File: src/rtl/tlp_link_arbiter.sv
`default_nettype none
// ============================================================================
// Module   : tlp_link_arbiter
// Purpose  : Shares one TX->RX data-link channel between a write-TLP source
//            and a read-TLP source. Whole packets are granted (no beat
//            interleaving), the number of unacknowledged TLPs is bounded by
//            MAX_OUTSTANDING, and a tag FIFO records the source of every
//            launched TLP so each ack/nack is routed back to its owner.
//
// Ports    : clk, reset_n            clock, asynchronous active-low reset
//            wr_tlp_* / rd_tlp_*     source beat streams (data/valid/last in,
//                                    ready out)
//            tlp_data/tlp_valid      link beat towards RX
//            tlp_ready               RX beat acceptance
//            ack / nack              retire pulses for the oldest TLP
//            wr_done/wr_nack,
//            rd_done/rd_nack         per-owner retire pulses
//            outstanding             in-flight TLP count
//            spurious_err            ack/nack seen with nothing in flight
//
// Options  : TLP_ARB_WR_PRIO_EN      when defined, write strictly wins over
//                                    read in IDLE; otherwise round-robin.
//
// Revision : 1.0  initial release
// ============================================================================
module tlp_link_arbiter #(
    parameter int MAX_OUTSTANDING = 4,
    parameter int DATA_WIDTH      = 32
) (
    input  logic                               clk,
    input  logic                               reset_n,
    // write-path source
    input  logic [DATA_WIDTH-1:0]              wr_tlp_data,
    input  logic                               wr_tlp_valid,
    input  logic                               wr_tlp_last,
    output logic                               wr_tlp_ready,
    // read-path source
    input  logic [DATA_WIDTH-1:0]              rd_tlp_data,
    input  logic                               rd_tlp_valid,
    input  logic                               rd_tlp_last,
    output logic                               rd_tlp_ready,
    // link towards RX
    output logic [DATA_WIDTH-1:0]              tlp_data,
    output logic                               tlp_valid,
    input  logic                               tlp_ready,
    // retire interface
    input  logic                               ack,
    input  logic                               nack,
    output logic                               wr_done,
    output logic                               rd_done,
    output logic                               wr_nack,
    output logic                               rd_nack,
    output logic [$clog2(MAX_OUTSTANDING):0]   outstanding,
    output logic                               spurious_err
);

    localparam int                  c_PTR_W   = $clog2(MAX_OUTSTANDING);
    localparam int                  c_CNT_W   = c_PTR_W + 1;
    localparam logic [c_CNT_W-1:0]  c_MAX_CNT = c_CNT_W'(MAX_OUTSTANDING);
    localparam logic                c_TAG_WR  = 1'b0;
    localparam logic                c_TAG_RD  = 1'b1;

    typedef enum logic [1:0] {
        ST_IDLE     = 2'd0,
        ST_WR_BURST = 2'd1,
        ST_RD_BURST = 2'd2
    } state_t;

    // ------------------------------------------------------------------
    // State
    // ------------------------------------------------------------------
    state_t                     r_state_q,      w_state_d;
    logic                       r_first_beat_q, w_first_beat_d;
    logic                       r_last_rd_q,    w_last_rd_d;
    logic [MAX_OUTSTANDING-1:0] r_tag_mem_q,    w_tag_mem_d;
    logic [c_PTR_W-1:0]         r_wr_ptr_q,     w_wr_ptr_d;
    logic [c_PTR_W-1:0]         r_rd_ptr_q,     w_rd_ptr_d;
    logic [c_CNT_W-1:0]         r_count_q,      w_count_d;

    // ------------------------------------------------------------------
    // Combinational helpers
    // ------------------------------------------------------------------
    logic w_beat_xfer;
    logic w_beat_last;
    logic w_launch;
    logic w_launch_tag;
    logic w_retire_req;
    logic w_fifo_empty;
    logic w_retire;
    logic w_head_tag;
    logic w_has_credit;
    logic w_any_req;
    logic w_pick_rd;

    // ------------------------------------------------------------------
    // Link datapath: a straight mux of the granted source. The non-granted
    // source always sees ready low so it cannot lose a beat.
    // ------------------------------------------------------------------
    always_comb begin
        tlp_valid    = 1'b0;
        tlp_data     = '0;
        wr_tlp_ready = 1'b0;
        rd_tlp_ready = 1'b0;
        w_beat_last  = 1'b0;
        case (r_state_q)
            ST_WR_BURST: begin
                tlp_valid    = wr_tlp_valid;
                tlp_data     = wr_tlp_data;
                wr_tlp_ready = tlp_ready;
                w_beat_last  = wr_tlp_last;
            end
            ST_RD_BURST: begin
                tlp_valid    = rd_tlp_valid;
                tlp_data     = rd_tlp_data;
                rd_tlp_ready = tlp_ready;
                w_beat_last  = rd_tlp_last;
            end
            default: ;
        endcase
    end

    assign w_beat_xfer  = tlp_valid & tlp_ready;
    // A TLP counts as launched on its first accepted beat, not at grant.
    assign w_launch     = w_beat_xfer & r_first_beat_q;
    assign w_launch_tag = (r_state_q == ST_RD_BURST) ? c_TAG_RD : c_TAG_WR;

    // ------------------------------------------------------------------
    // Arbitration
    // ------------------------------------------------------------------
    assign w_has_credit = (r_count_q < c_MAX_CNT);
    assign w_any_req    = wr_tlp_valid | rd_tlp_valid;

`ifdef TLP_ARB_WR_PRIO_EN
    // Strict priority: read only wins when write is not requesting.
    assign w_pick_rd = ~wr_tlp_valid;
`else
    // Round-robin: with both requesting, take the one not granted last.
    assign w_pick_rd = rd_tlp_valid & (~wr_tlp_valid | ~r_last_rd_q);
`endif

    // ------------------------------------------------------------------
    // FSM next state. A burst always returns to IDLE after its last beat,
    // which guarantees one idle cycle between packets and lets the credit
    // count settle before the next grant decision.
    // ------------------------------------------------------------------
    always_comb begin
        w_state_d      = r_state_q;
        w_first_beat_d = r_first_beat_q;
        w_last_rd_d    = r_last_rd_q;
        case (r_state_q)
            ST_IDLE: begin
                if (w_has_credit && w_any_req) begin
                    w_state_d      = w_pick_rd ? ST_RD_BURST : ST_WR_BURST;
                    w_first_beat_d = 1'b1;
                    w_last_rd_d    = w_pick_rd;
                end
            end
            ST_WR_BURST, ST_RD_BURST: begin
                if (w_beat_xfer) begin
                    w_first_beat_d = 1'b0;
                    if (w_beat_last) begin
                        w_state_d = ST_IDLE;
                    end
                end
            end
            default: begin
                w_state_d = ST_IDLE;
            end
        endcase
    end

    // ------------------------------------------------------------------
    // Retire path. The head tag comes straight from the registered FIFO, so
    // the owner pulse is produced in the same cycle as ack/nack. A
    // simultaneous ack and nack retires one TLP, reported as a nack.
    // ------------------------------------------------------------------
    assign w_retire_req = ack | nack;
    assign w_fifo_empty = (r_count_q == '0);
    assign w_retire     = w_retire_req & ~w_fifo_empty;
    assign w_head_tag   = r_tag_mem_q[r_rd_ptr_q];

    assign wr_done      = w_retire & ~nack & (w_head_tag == c_TAG_WR);
    assign wr_nack      = w_retire &  nack & (w_head_tag == c_TAG_WR);
    assign rd_done      = w_retire & ~nack & (w_head_tag == c_TAG_RD);
    assign rd_nack      = w_retire &  nack & (w_head_tag == c_TAG_RD);
    // Gated so that every output reads 0 while reset is held.
    assign spurious_err = w_retire_req & w_fifo_empty & reset_n;
    assign outstanding  = r_count_q;

    // ------------------------------------------------------------------
    // Tag FIFO and credit count. The count doubles as the FIFO occupancy.
    // A launch can never meet a full FIFO: grants require spare credit and
    // only one packet is ever in burst.
    // ------------------------------------------------------------------
    always_comb begin
        w_tag_mem_d = r_tag_mem_q;
        w_wr_ptr_d  = r_wr_ptr_q;
        w_rd_ptr_d  = r_rd_ptr_q;
        w_count_d   = r_count_q;
        if (w_launch) begin
            w_tag_mem_d[r_wr_ptr_q] = w_launch_tag;
            w_wr_ptr_d              = r_wr_ptr_q + c_PTR_W'(1);
        end
        if (w_retire) begin
            w_rd_ptr_d = r_rd_ptr_q + c_PTR_W'(1);
        end
        case ({w_launch, w_retire})
            2'b10:   w_count_d = r_count_q + c_CNT_W'(1);
            2'b01:   w_count_d = r_count_q - c_CNT_W'(1);
            default: w_count_d = r_count_q;
        endcase
    end

    // ------------------------------------------------------------------
    // Registers
    // ------------------------------------------------------------------
    always_ff @(posedge clk or negedge reset_n) begin
        if (!reset_n) begin
            r_state_q      <= ST_IDLE;
            r_first_beat_q <= 1'b0;
            // "Last granted = read" makes the first contested grant go to write.
            r_last_rd_q    <= 1'b1;
            r_tag_mem_q    <= '0;
            r_wr_ptr_q     <= '0;
            r_rd_ptr_q     <= '0;
            r_count_q      <= '0;
        end else begin
            r_state_q      <= w_state_d;
            r_first_beat_q <= w_first_beat_d;
            r_last_rd_q    <= w_last_rd_d;
            r_tag_mem_q    <= w_tag_mem_d;
            r_wr_ptr_q     <= w_wr_ptr_d;
            r_rd_ptr_q     <= w_rd_ptr_d;
            r_count_q      <= w_count_d;
        end
    end

endmodule
`default_nettype wire

File: config.mk
export PLATFORM = sky130hd
export DESIGN_NAME = tlp_link_arbiter
export DESIGN_NICKNAME = d
export VERILOG_FILES = /design/src/rtl/tlp_link_arbiter.sv
export SDC_FILE = /design/constraint.sdc
export NUM_CORES = 1
export LEC_CHECK = 0
export BUFFER_PORTS_ARGS = -buffer_cell sky130_fd_sc_hd__buf_2
export CAP_MARGIN = 30
export CORE_MARGIN = 3
export CORE_UTILIZATION = 30
export DETAILED_ROUTE_END_ITERATION = 12
export PLACE_DENSITY = 0.7
export SKIP_LAST_GASP = 1
export SLEW_MARGIN = 5
export SYNTH_ARGS = -nofsm -noshare
export SYNTH_HDL_FRONTEND = slang
export SYNTH_SLANG_ARGS = --single-unit
export TNS_END_PERCENT = 1
File: constraint.sdc
create_clock -name clk -period 2.25 [get_ports clk]
set_input_delay 0.45 -clock clk [delete_from_list [all_inputs] [get_ports clk]]
set_output_delay 0.45 -clock clk [all_outputs]
set_load 0.02 [all_outputs]
Yosys cells after proc, flatten, opt, wreduce, memory -nomap -nowiden
Index checks and enable logic that the tools add are counted.
{ "classes": {"n_addsub": 4, "order_cmp": 4, "eq_ne": 7, "n_mux": 20, "bitwise": 20, "reduce_logical": 10} }
{ "ops": {"columns": ["operator", "n"], "rows": [
  ["$pmux 32 s2", 1],
  ["$and 1x1->1", 12],
  ["$mux 2", 4],
  ["$mux 1", 7],
  ["$lt 2x3->1 const B", 2],
  ["$ne 2x2->1 const B", 3],
  ["$pmux 1 s2", 3],
  ["$pmux 3 s2", 1],
  ["$reduce_and 3->1", 2],
  ["$not 1->1", 5],
  ["$add 2x1->2 const B", 2],
  ["$bwmux 4", 1],
  ["$eq 2x1->1 const B", 2],
  ["$eq 2x2->1 const B", 2],
  ["$pmux 2 s2", 1],
  ["$reduce_bool 2->1", 2],
  ["$add 3x1->3 const B", 1],
  ["$logic_not 3->1", 1],
  ["$lt 3x3->1 const B", 1],
  ["$or 1x1->1", 3],
  ["$sub 3x1->3 const B", 1],
  ["$bmux 1 s2", 1],
  ["$demux 1 s2", 1],
  ["$ge 2x1->1 const B", 1],
  ["other kinds (4)", 5]
]} }
{ "word_totals": {"ff_bits": 15, "inputBits": 73, "out_inout_bits": 43, "elab_cells": 72} }

Logic depth before layout (Yosys ltp)
Gate-level depths: netlist of the first run.
{ "logic_depth": {"word_depth": 6, "mapped_depth": 12, "depth_no_buf": 11} }

Worst setup path before layout of the first run
No wires, ideal clock.
{ "synth_timing": {"path_kind": "flip-flop to flip-flop", "startpoint": "register r_state_q[0]", "endpoint": "register r_count_q[2] (netlist: outstanding[2])", "setup_time_ns": 0.080, "arrival_time_ns": 2.037, "t_required_ns": 2.170, "slack_ns": 0.133, "path_stages_with_launch": 12, "n_path_buf": 1, "path_cell_list": "dfrtp_1 ha_1 buf_4 a22oi_4 nor3b_4 inv_1 ha_1 inv_1 fa_1 xor2_1 nor2_1 xor2_1"} }
{ "synth_between": {"elab_chain_cells": 6, "elab_cells_between_ends": 9} }
{ "synth_rtl": {"columns": ["item", "line", "source"], "rows": [
  ["start: declaration", "72", "state_t r_state_q, w_state_d;"],
  ["start signal: assignment", "228", "r_state_q <= w_state_d;"],
  ["$eq 2x2->1 / $eq 2x1->1 (equally long branches)", "105", "case (r_state_q)"],
  ["$pmux 1 s2 *", "105", null],
  ["$and 1x1->1 *", "122", "assign w_beat_xfer = tlp_valid & tlp_ready;"],
  ["$and 1x1->1 *", "124", "assign w_launch = w_beat_xfer & r_first_beat_q;"],
  ["$eq 2x1->1 / $eq 2x2->1 (equally long branches)", "207", "case ({w_launch, w_retire})"],
  ["$pmux 3 s2 / $reduce_bool 2->1 (equally long branches)", null, null],
  ["end signal: assignment", "234", "r_count_q <= w_count_d;"],
  ["end: declaration", "78", "logic [c_CNT_W-1:0] r_count_q, w_count_d;"]
]} }
Every way passes the cells marked *; elsewhere a longest branch is shown, timed or not.
A chain may end at the register's enable or synchronous reset.

Worst setup path in the final report of the first run
{ "layout_timing": {"startpoint": "register r_state_q[0]", "endpoint": "output tlp_data[23]"} }
{ "layout_between": {"elab_chain_cells": 2, "elab_cells_between_ends": 3} }
{ "layout_rtl": {"columns": ["item", "line", "source"], "rows": [
  ["$eq 2x2->1 / $eq 2x1->1 (equally long branches)", "105", null],
  ["$pmux 32 s2 *", "105", null],
  ["end: declaration", "43", "output logic [DATA_WIDTH-1:0] tlp_data,"]
]} }
Marked as above.

==> results of run 1 <==
placed cells by master (no fill, tap or decap), types with 3 or more instances in the layout:
cell type / count
sky130_fd_sc_hd__inv_1: 8
sky130_fd_sc_hd__dfrtp_1: 13
sky130_fd_sc_hd__nor2_1: 39
sky130_fd_sc_hd__o21ai_0: 3
sky130_fd_sc_hd__buf_4: 4
sky130_fd_sc_hd__buf_2: 115
sky130_fd_sc_hd__ha_1: 4
sky130_fd_sc_hd__nand2_1: 11
sky130_fd_sc_hd__a22oi_1: 32
sky130_fd_sc_hd__xnor2_1: 4
sky130_fd_sc_hd__inv_2: 3
sky130_fd_sc_hd__clkbuf_8: 3
sky130_fd_sc_hd__mux2_4: 4
cells in the mapped netlist (2+ instances only):
| master | n |
|---|---|
| sky130_fd_sc_hd__ha_1 | 8 |
| sky130_fd_sc_hd__a21oi_1 | 2 |
| sky130_fd_sc_hd__and2_1 | 2 |
| sky130_fd_sc_hd__a22oi_1 | 32 |
| sky130_fd_sc_hd__nand2_1 | 12 |
| sky130_fd_sc_hd__clkbuf_1 | 6 |
| sky130_fd_sc_hd__buf_1 | 3 |
| sky130_fd_sc_hd__xor2_1 | 2 |
| sky130_fd_sc_hd__o21ai_0 | 3 |
| sky130_fd_sc_hd__mux2_4 | 4 |
| sky130_fd_sc_hd__nor2_1 | 39 |
| sky130_fd_sc_hd__xnor2_1 | 4 |
| sky130_fd_sc_hd__inv_1 | 10 |
| sky130_fd_sc_hd__dfrtp_1 | 14 |
kinds of logic after synthesis:
family                     Yosys count  share of synthesized area (%)
AOI/OAI and AO/OA                   44                           25.6
xor gates and xnor gates             6                           3.94
adders and majority gates            9                           9.00
buffers and inverters               22                           6.56
DFF                                 15                           28.2
muxes                                7                           7.78
and+or+nand+nor                     59                           18.9
critical path, cell delays in order, from the launching register on:
cell and delay (ns):
sky130_fd_sc_hd__dfrtp_2 0.44, sky130_fd_sc_hd__inv_2 0.10, sky130_fd_sc_hd__ha_2 0.23, sky130_fd_sc_hd__buf_8 0.24
sky130_fd_sc_hd__a22oi_1 0.12, sky130_fd_sc_hd__nor2_1 0.10, sky130_fd_sc_hd__buf_2 0.17
where the power goes:
part	switching [mW]	total, mW	internal (mW)	leakage (nW)
logic	1.14	1.92	0.775	0.927
registers	0.0934	0.495	0.401	0.181
clock network	0.0969	0.219	0.122	0.0255
total	1.33	2.63	1.30	1.13
layout make-up:
type                       instances  area share, %
multi-input combinational        125           43.6
timing repair buffer             122           31.0
sequential                        15           18.2
tap                               50           3.01
clock buffer                       3           1.99
inverter                          11           1.99
clock inverter                     1          0.241
worst paths after layout:
check                                       to  slack, ns  cells after the start
min in group clk                 r_rd_ptr_q[1]       0.49                      1
worst max-delay path              tlp_data[23]       0.14                      6
worst min-delay path            outstanding[2]       0.15                      2
worst min register to register   r_rd_ptr_q[1]       0.49                      1
worst max register to register  outstanding[2]       0.17                     11
max in group asynchronous          r_last_rd_q       1.86                      2
layer usage:
metal	wire length [um]	share of wire, %	track usage, %
met1	1640	38	17.8
met2	2300	54	28.3
met3	332	7.8	2.48
met4	0	0	2.25
met5	0	0	0
sequential cells by signal, indices dropped and copies added (netlist names):
name and count:
outstanding 3, r_first_beat_q 1, r_last_rd_q 1, r_rd_ptr_q 2
r_state_q 2, r_tag_mem_q 4, r_wr_ptr_q 2
what timing repair did:
item,CTS,global route
buffers inserted,0,1
hold buffers,0,0
gates resized for setup,0,15
setup endpoints to repair,0,34
stage by stage:
stage	area, um2	std cells	util (%)
final	2080	327	50.1
after detailed placement	1970	322	47.6
after global placement	1970	322	47.6
after floorplan	1340	162	-
after CTS	2020	326	48.7
after global routing	2080	327	50.1
==> out/qor.log, run 1 <==
INFO  sta            max_slew.worst_pin.slew=0.256ns
INFO  power_and_ir_drop power.density=1270nW/um2
INFO  sta            slew-limit-headroom=82.8%
INFO  layout         layout-area-overhead-vs-synth=55.6%
INFO  synth          ys_warn_count=0
INFO  clocking       worst_skew_pair.late_latency=0.24ns
INFO  sta            skew=0.000686ns
INFO  synth          yosys.area.top_type_share=26.2%
INFO  clocking       tritoncts_num_sinks=15
INFO  layout         antennaDiodeCount=0
INFO  synth          total_standard_cell_area_after_synthesis=1340um2
INFO  setup_path     worst-setup-path-type=flip-flop to output port
INFO  synth          synth_top_cell_by_area=sky130_fd_sc_hd__dfrtp_1
INFO  synth          netlist-cell-type-count=35
INFO  clocking       cts.root.buffer_cell=sky130_fd_sc_hd__clkbuf_8
INFO  place          routability_driven_placement_congestion_ratio=0.805
INFO  worst_hold_path worst_hold_path_type=primary input to asynchronous set/reset pin
INFO  synth          synth_async_sr_flop_share=100%
INFO  layout         seq_area=378um2
INFO  die            floorplan.rows=23
INFO  setup_path     critical_path.startpoint_type=flip-flop
INFO  routing        detail_route.first_pass.iterations=4
INFO  flow_run       maxCapViolations=0
INFO  place          io_buffers=115
INFO  die            die_h=72.7um
INFO  sta            finalSetupViolCount=0
INFO  synth          ys_top_cells_by_area=sky130_fd_sc_hd__dfrtp_1 26%, sky130_fd_sc_hd__a22oi_1 18%, sky130_fd_sc_hd__nor2_1 11%, sky130_fd_sc_hd__ha_1 7.5%, sky130_fd_sc_hd__mux2_4 4.5%
INFO  sta            finalCritPeriodShare=93.9%
INFO  sta            report.final.hold_viol_count=0
INFO  clocking       cts_tree=yes
INFO  routing        finalWirelength=4280um
INFO  synth          edff_count_synth=0
INFO  die            floorplan.core_area=4140um2
INFO  routing        route.detailed.wl_per_inst=13.1um
INFO  routing        vias=1,591
INFO  synth          syn_avg_cell_area=8.24um2
INFO  clocking       cts-htree-levels=1
INFO  place          post-dp-hpwl=3350um
INFO  global_routing global_route.usage.total=14.9%
INFO  sta            timing.hold.ws=0.150ns
INFO  sta            setup_total_negative_slack=0ns
INFO  place          dpl_worst_slack=0.0555ns
INFO  routing        drcViolationCount=0
INFO  sta            rsz0062_at_grt=false
INFO  clocking       clock_transition_at_the_register_clock_pins_on_the_worst_setup_and_hold_paths_after_cts=0.06ns
INFO  layout         layout.nets=360
INFO  layout         layout-drive-gt1-share=53.1%
INFO  synth          syn-num-nets=244
INFO  sta            smallest_setup_slack_after_layout=0.138ns
INFO  clocking       buffer_levels_on_the_longest_clock_path=2
INFO  sta            max_freq=473MHz
INFO  synth          synth-seq-cells=15
INFO  synth          ys.flop_type=sky130_fd_sc_hd__dfrtp_1
INFO  setup_path     crit_path_end_kind=output port
INFO  setup_path     worst-path-max-fanout=38
INFO  global_routing grt_pass1_vias=1,544
INFO  sta            final_max_tran_viols=0
INFO  synth          synth_cells=162
INFO  die            design.die.area=5290um2
INFO  sta            period_needed=2.11ns
INFO  synth          synth-seq-area-share=28.2%
INFO  clocking       cts_buffers=3
INFO  die            initial_core_utilization=32.2%
INFO  setup_path     timing.rr.start=r_state_q[0]
INFO  global_routing overflow=0
INFO  layout         layout.filler_cells=414
INFO  layout         multi_input_area=906um2
INFO  global_routing pin_count_of_the_biggest_net_entering_global_routing=39
INFO  setup_path     critPathArrivalTime=1.66ns
INFO  setup_path     critical_path.startpoint=r_state_q[0]
INFO  global_routing first_pass_grt_wire_length=6570um
INFO  status         status=completed
INFO  power_and_ir_drop vdd.ir_drop.worst=0.685mV
INFO  routing        final_antenna_net_count=0
INFO  setup_path     critical_path_data_required_time=1.80ns
INFO  routing        vias_per_cell=4.87
INFO  die            chipWidth=72.7um
INFO  power_and_ir_drop totalPowerFinal=2.63mW
INFO  routing        initialDrtViolationCount=71
INFO  global_routing antenna_violations_before_repair=0
INFO  power_and_ir_drop total_leakage_power=1.13nW
INFO  die            floorplan.io_pins=116
Note: power is estimated with default switching activity, not from simulation.
==> run 2, diff against run 1 <==
==> constraint.sdc (replaced) <==
create_clock -name clk -period 2.25 [get_ports clk]
set_input_delay 0.1125 -clock clk [delete_from_list [all_inputs] [get_ports clk]]
set_output_delay 0.1125 -clock clk [all_outputs]
set_load 0.02 [all_outputs]
==> out/qor.log, run 2 (synthesis gave the netlist of run 1 again) <==
INFO  routing        initialDrtViolationCount=56 [-21%]
INFO  flow_run       maxCapViolations=0 [unchanged]
INFO  sta            skew=0.00164ns [+0.000952 ns]
INFO  layout         layout-drive-gt1-share=49.8% [-3.2 points]
INFO  routing        route.detailed.wl_per_inst=12.4um [-5.4%]
INFO  global_routing overflow=0 [unchanged]
INFO  place          post-dp-hpwl=3240um [-3.3%]
INFO  die            chipWidth=72.7um [unchanged]
INFO  clocking       cts-htree-levels=1 [unchanged]
INFO  clocking       clock_transition_at_the_register_clock_pins_on_the_worst_setup_and_hold_paths_after_cts=0.06ns [about the same]
INFO  routing        vias_per_cell=4.69 [-3.6%]
INFO  routing        drcViolationCount=0 [unchanged]
INFO  clocking       cts_buffers=3 [unchanged]
INFO  setup_path     crit_path_end_kind=flip-flop
INFO  status         status=completed
INFO  layout         layout_commonest_cell=sky130_fd_sc_hd__buf_2
INFO  setup_path     worst-setup-path-type=flip-flop to flip-flop
INFO  power_and_ir_drop total_leakage_power=1.13nW [-0.72%]
INFO  sta            timing.hold.ws=0.195ns [+0.0451 ns]
INFO  worst_hold_path worst_hold_path_type=primary input to flip-flop
INFO  place          io_buffers=115 [unchanged]
INFO  setup_path     critical_path.startpoint_type=flip-flop
INFO  layout         layout-area-overhead-vs-synth=52.4%
INFO  setup_path     critPathArrivalTime=2.25ns [+0.59 ns]
INFO  global_routing antenna_violations_before_repair=0 [unchanged]
INFO  layout         final_util=49.1% [-1.0 points]
INFO  die            design.die.area=5290um2 [unchanged]
INFO  layout         seq_area=377um2 [-0.33%]
INFO  layout         layout.filler_cells=416 [+0.48%]
INFO  clocking       tritoncts_num_sinks=15 [unchanged]
INFO  routing        finalWirelength=4050um [-5.4%]
INFO  global_routing global_route.usage.total=14.4% [-0.50 points]
INFO  layout         antennaDiodeCount=0 [unchanged]
INFO  layout         max_flop_register=r_tag_mem_q
INFO  die            floorplan.io_pins=116 [unchanged]
INFO  sta            final_max_tran_viols=0 [unchanged]
INFO  layout         flip_flop_count_of_the_largest_register_after_layout=4 [unchanged]
INFO  routing        final_antenna_net_count=0 [unchanged]
INFO  sta            finalSetupViolCount=0 [unchanged]
INFO  die            die_h=72.7um [unchanged]
INFO  clocking       cts_tree=yes
INFO  die            floorplan.core_area=4140um2 [unchanged]
INFO  sta            rsz0062_at_grt=false
INFO  sta            max_slew.worst_pin.slew=0.364ns [+0.108 ns]
INFO  clocking       cts.root.buffer_cell=sky130_fd_sc_hd__clkbuf_8
INFO  sta            finalCritPeriodShare=92.5% [-1.3 points]
INFO  global_routing grt_pass1_vias=1,403 [-9.1%]
INFO  sta            slew-limit-headroom=75.7% [-7.1 points]
INFO  power_and_ir_drop totalPowerFinal=2.51mW [-4.7%]
INFO  global_routing pin_count_of_the_biggest_net_entering_global_routing=39 [unchanged]
INFO  routing        vias=1,534 [-3.6%]
INFO  sta            period_needed=2.08ns [-0.0303 ns]
INFO  routing        detail_route.first_pass.iterations=4 [unchanged]
INFO  clocking       buffer_levels_on_the_longest_clock_path=2 [unchanged]
INFO  setup_path     critical_path_data_required_time=2.42ns [+0.62 ns]
INFO  die            initial_core_utilization=32.2% [unchanged]
INFO  power_and_ir_drop vdd.ir_drop.worst=0.598mV [-13%]
INFO  sta            report.final.hold_viol_count=0 [unchanged]
INFO  layout         layout.nets=360 [unchanged]
INFO  layout         finish.instance_area=2030um2 [-2.0%]
INFO  clocking       worst_skew_pair.late_latency=0.24ns [about the same]
INFO  global_routing first_pass_grt_wire_length=6290um [-4.3%]
INFO  place          instance_area_after_placement=1960um2 [-0.38%]
INFO  place          routability_driven_placement_congestion_ratio=0.817 [+1.5%]
INFO  setup_path     worst-path-max-fanout=3 [-92%]
INFO  layout         mostFrequentLayoutCells=115 x sky130_fd_sc_hd__buf_2, 39 x sky130_fd_sc_hd__nor2_1, 32 x sky130_fd_sc_hd__a22oi_1
INFO  sta            max_freq=480MHz [+1.5%]
INFO  power_and_ir_drop power.density=1230nW/um2 [-2.7%]
INFO  sta            setup_total_negative_slack=0ns [unchanged]
INFO  layout         multi_input_area=878um2 [-3.0%]
INFO  die            floorplan.rows=23 [unchanged]
==> run 2: changes by cell type in the layout (fill, tap and decap cells not counted), moves of 2 or more <==
cell,before,now
sky130_fd_sc_hd__ha_4,2,0
sky130_fd_sc_hd__ha_1,4,6
sky130_fd_sc_hd__inv_2,3,0
sky130_fd_sc_hd__inv_1,8,10
sky130_fd_sc_hd__buf_6,2,0
sky130_fd_sc_hd__buf_4,4,6
==> run 2: through the flow <==
step / setup WS [ns] / instances
final: 0.168 / 327
after global routing: 0.00545 / 327
after CTS: 0.123 / 326
after detailed placement: 0.138 / 321
after global placement: 0.194 / 321
after floorplan: 0.133 / 162
==> run 2: path summary, 6_finish.rpt <==
| check | start | endpoint | slack (ns) | cells after the start |
|---|---|---|---|---|
| setup / recovery | r_state_q[0] | outstanding[2] | 0.17 | 11 |
| hold / removal | rd_tlp_valid | r_state_q[1] | 0.20 | 3 |
| max in group asynchronous | reset_n | r_last_rd_q | 1.66 | 2 |
| setup reg to reg | r_state_q[0] | outstanding[2] | 0.17 | 11 |
| hold reg to reg | r_rd_ptr_q[1] | r_rd_ptr_q[1] | 0.48 | 1 |
| min in group asynchronous | reset_n | outstanding[0] | 0.30 | 2 |
==> run 2: layout make-up <==
cell class	count	share of cell area, %
multi-input cells	125	43.2
inverters	11	2.03
well taps	50	3.08
flip-flops and latches	15	18.5
repair buffers	122	31.0
clock buffers	4	2.21
==> run 2: repair_timing <==
item / CTS / global route
endpoints found under the hold margin: 14 / 0
hold buffers: 1 / 0
setup buffers: 0 / 1
endpoints found under the setup margin: 0 / 2
gates resized for setup: 0 / 3
==> run 2: worst max-delay path: stages (launching register included) <==
cell	delay [ns]
sky130_fd_sc_hd__dfrtp_1	0.37
sky130_fd_sc_hd__inv_1	0.07
sky130_fd_sc_hd__ha_1	0.34
sky130_fd_sc_hd__nand2_2	0.11
sky130_fd_sc_hd__nor3b_4	0.05
sky130_fd_sc_hd__inv_1	0.06
sky130_fd_sc_hd__ha_2	0.18
sky130_fd_sc_hd__inv_1	0.05
sky130_fd_sc_hd__fa_1	0.37
sky130_fd_sc_hd__xor2_1	0.15
sky130_fd_sc_hd__nor2_1	0.11
sky130_fd_sc_hd__xor2_1	0.15
==> run 2: metal layers <==
| layer | track usage, % | up-vias | part of all wire (%) |
|---|---|---|---|
| li1 | - | 799 | - |
| met1 | 17.7 | 681 | 40 |
| met4 | 0.615 | 0 | 0 |
| met5 | 0 | - | 0 |
| met2 | 26.5 | 54 | 53 |
| met3 | 3.86 | 0 | 7.9 |
==> run 2: power by group <==
| part | internal (mW) | total (mW) | leakage, nW | switching (mW) |
|---|---|---|---|---|
| clock | 0.125 | 0.212 | 0.0228 | 0.0866 |
| combinational | 0.711 | 1.81 | 0.921 | 1.10 |
| sequential | 0.400 | 0.487 | 0.182 | 0.0878 |
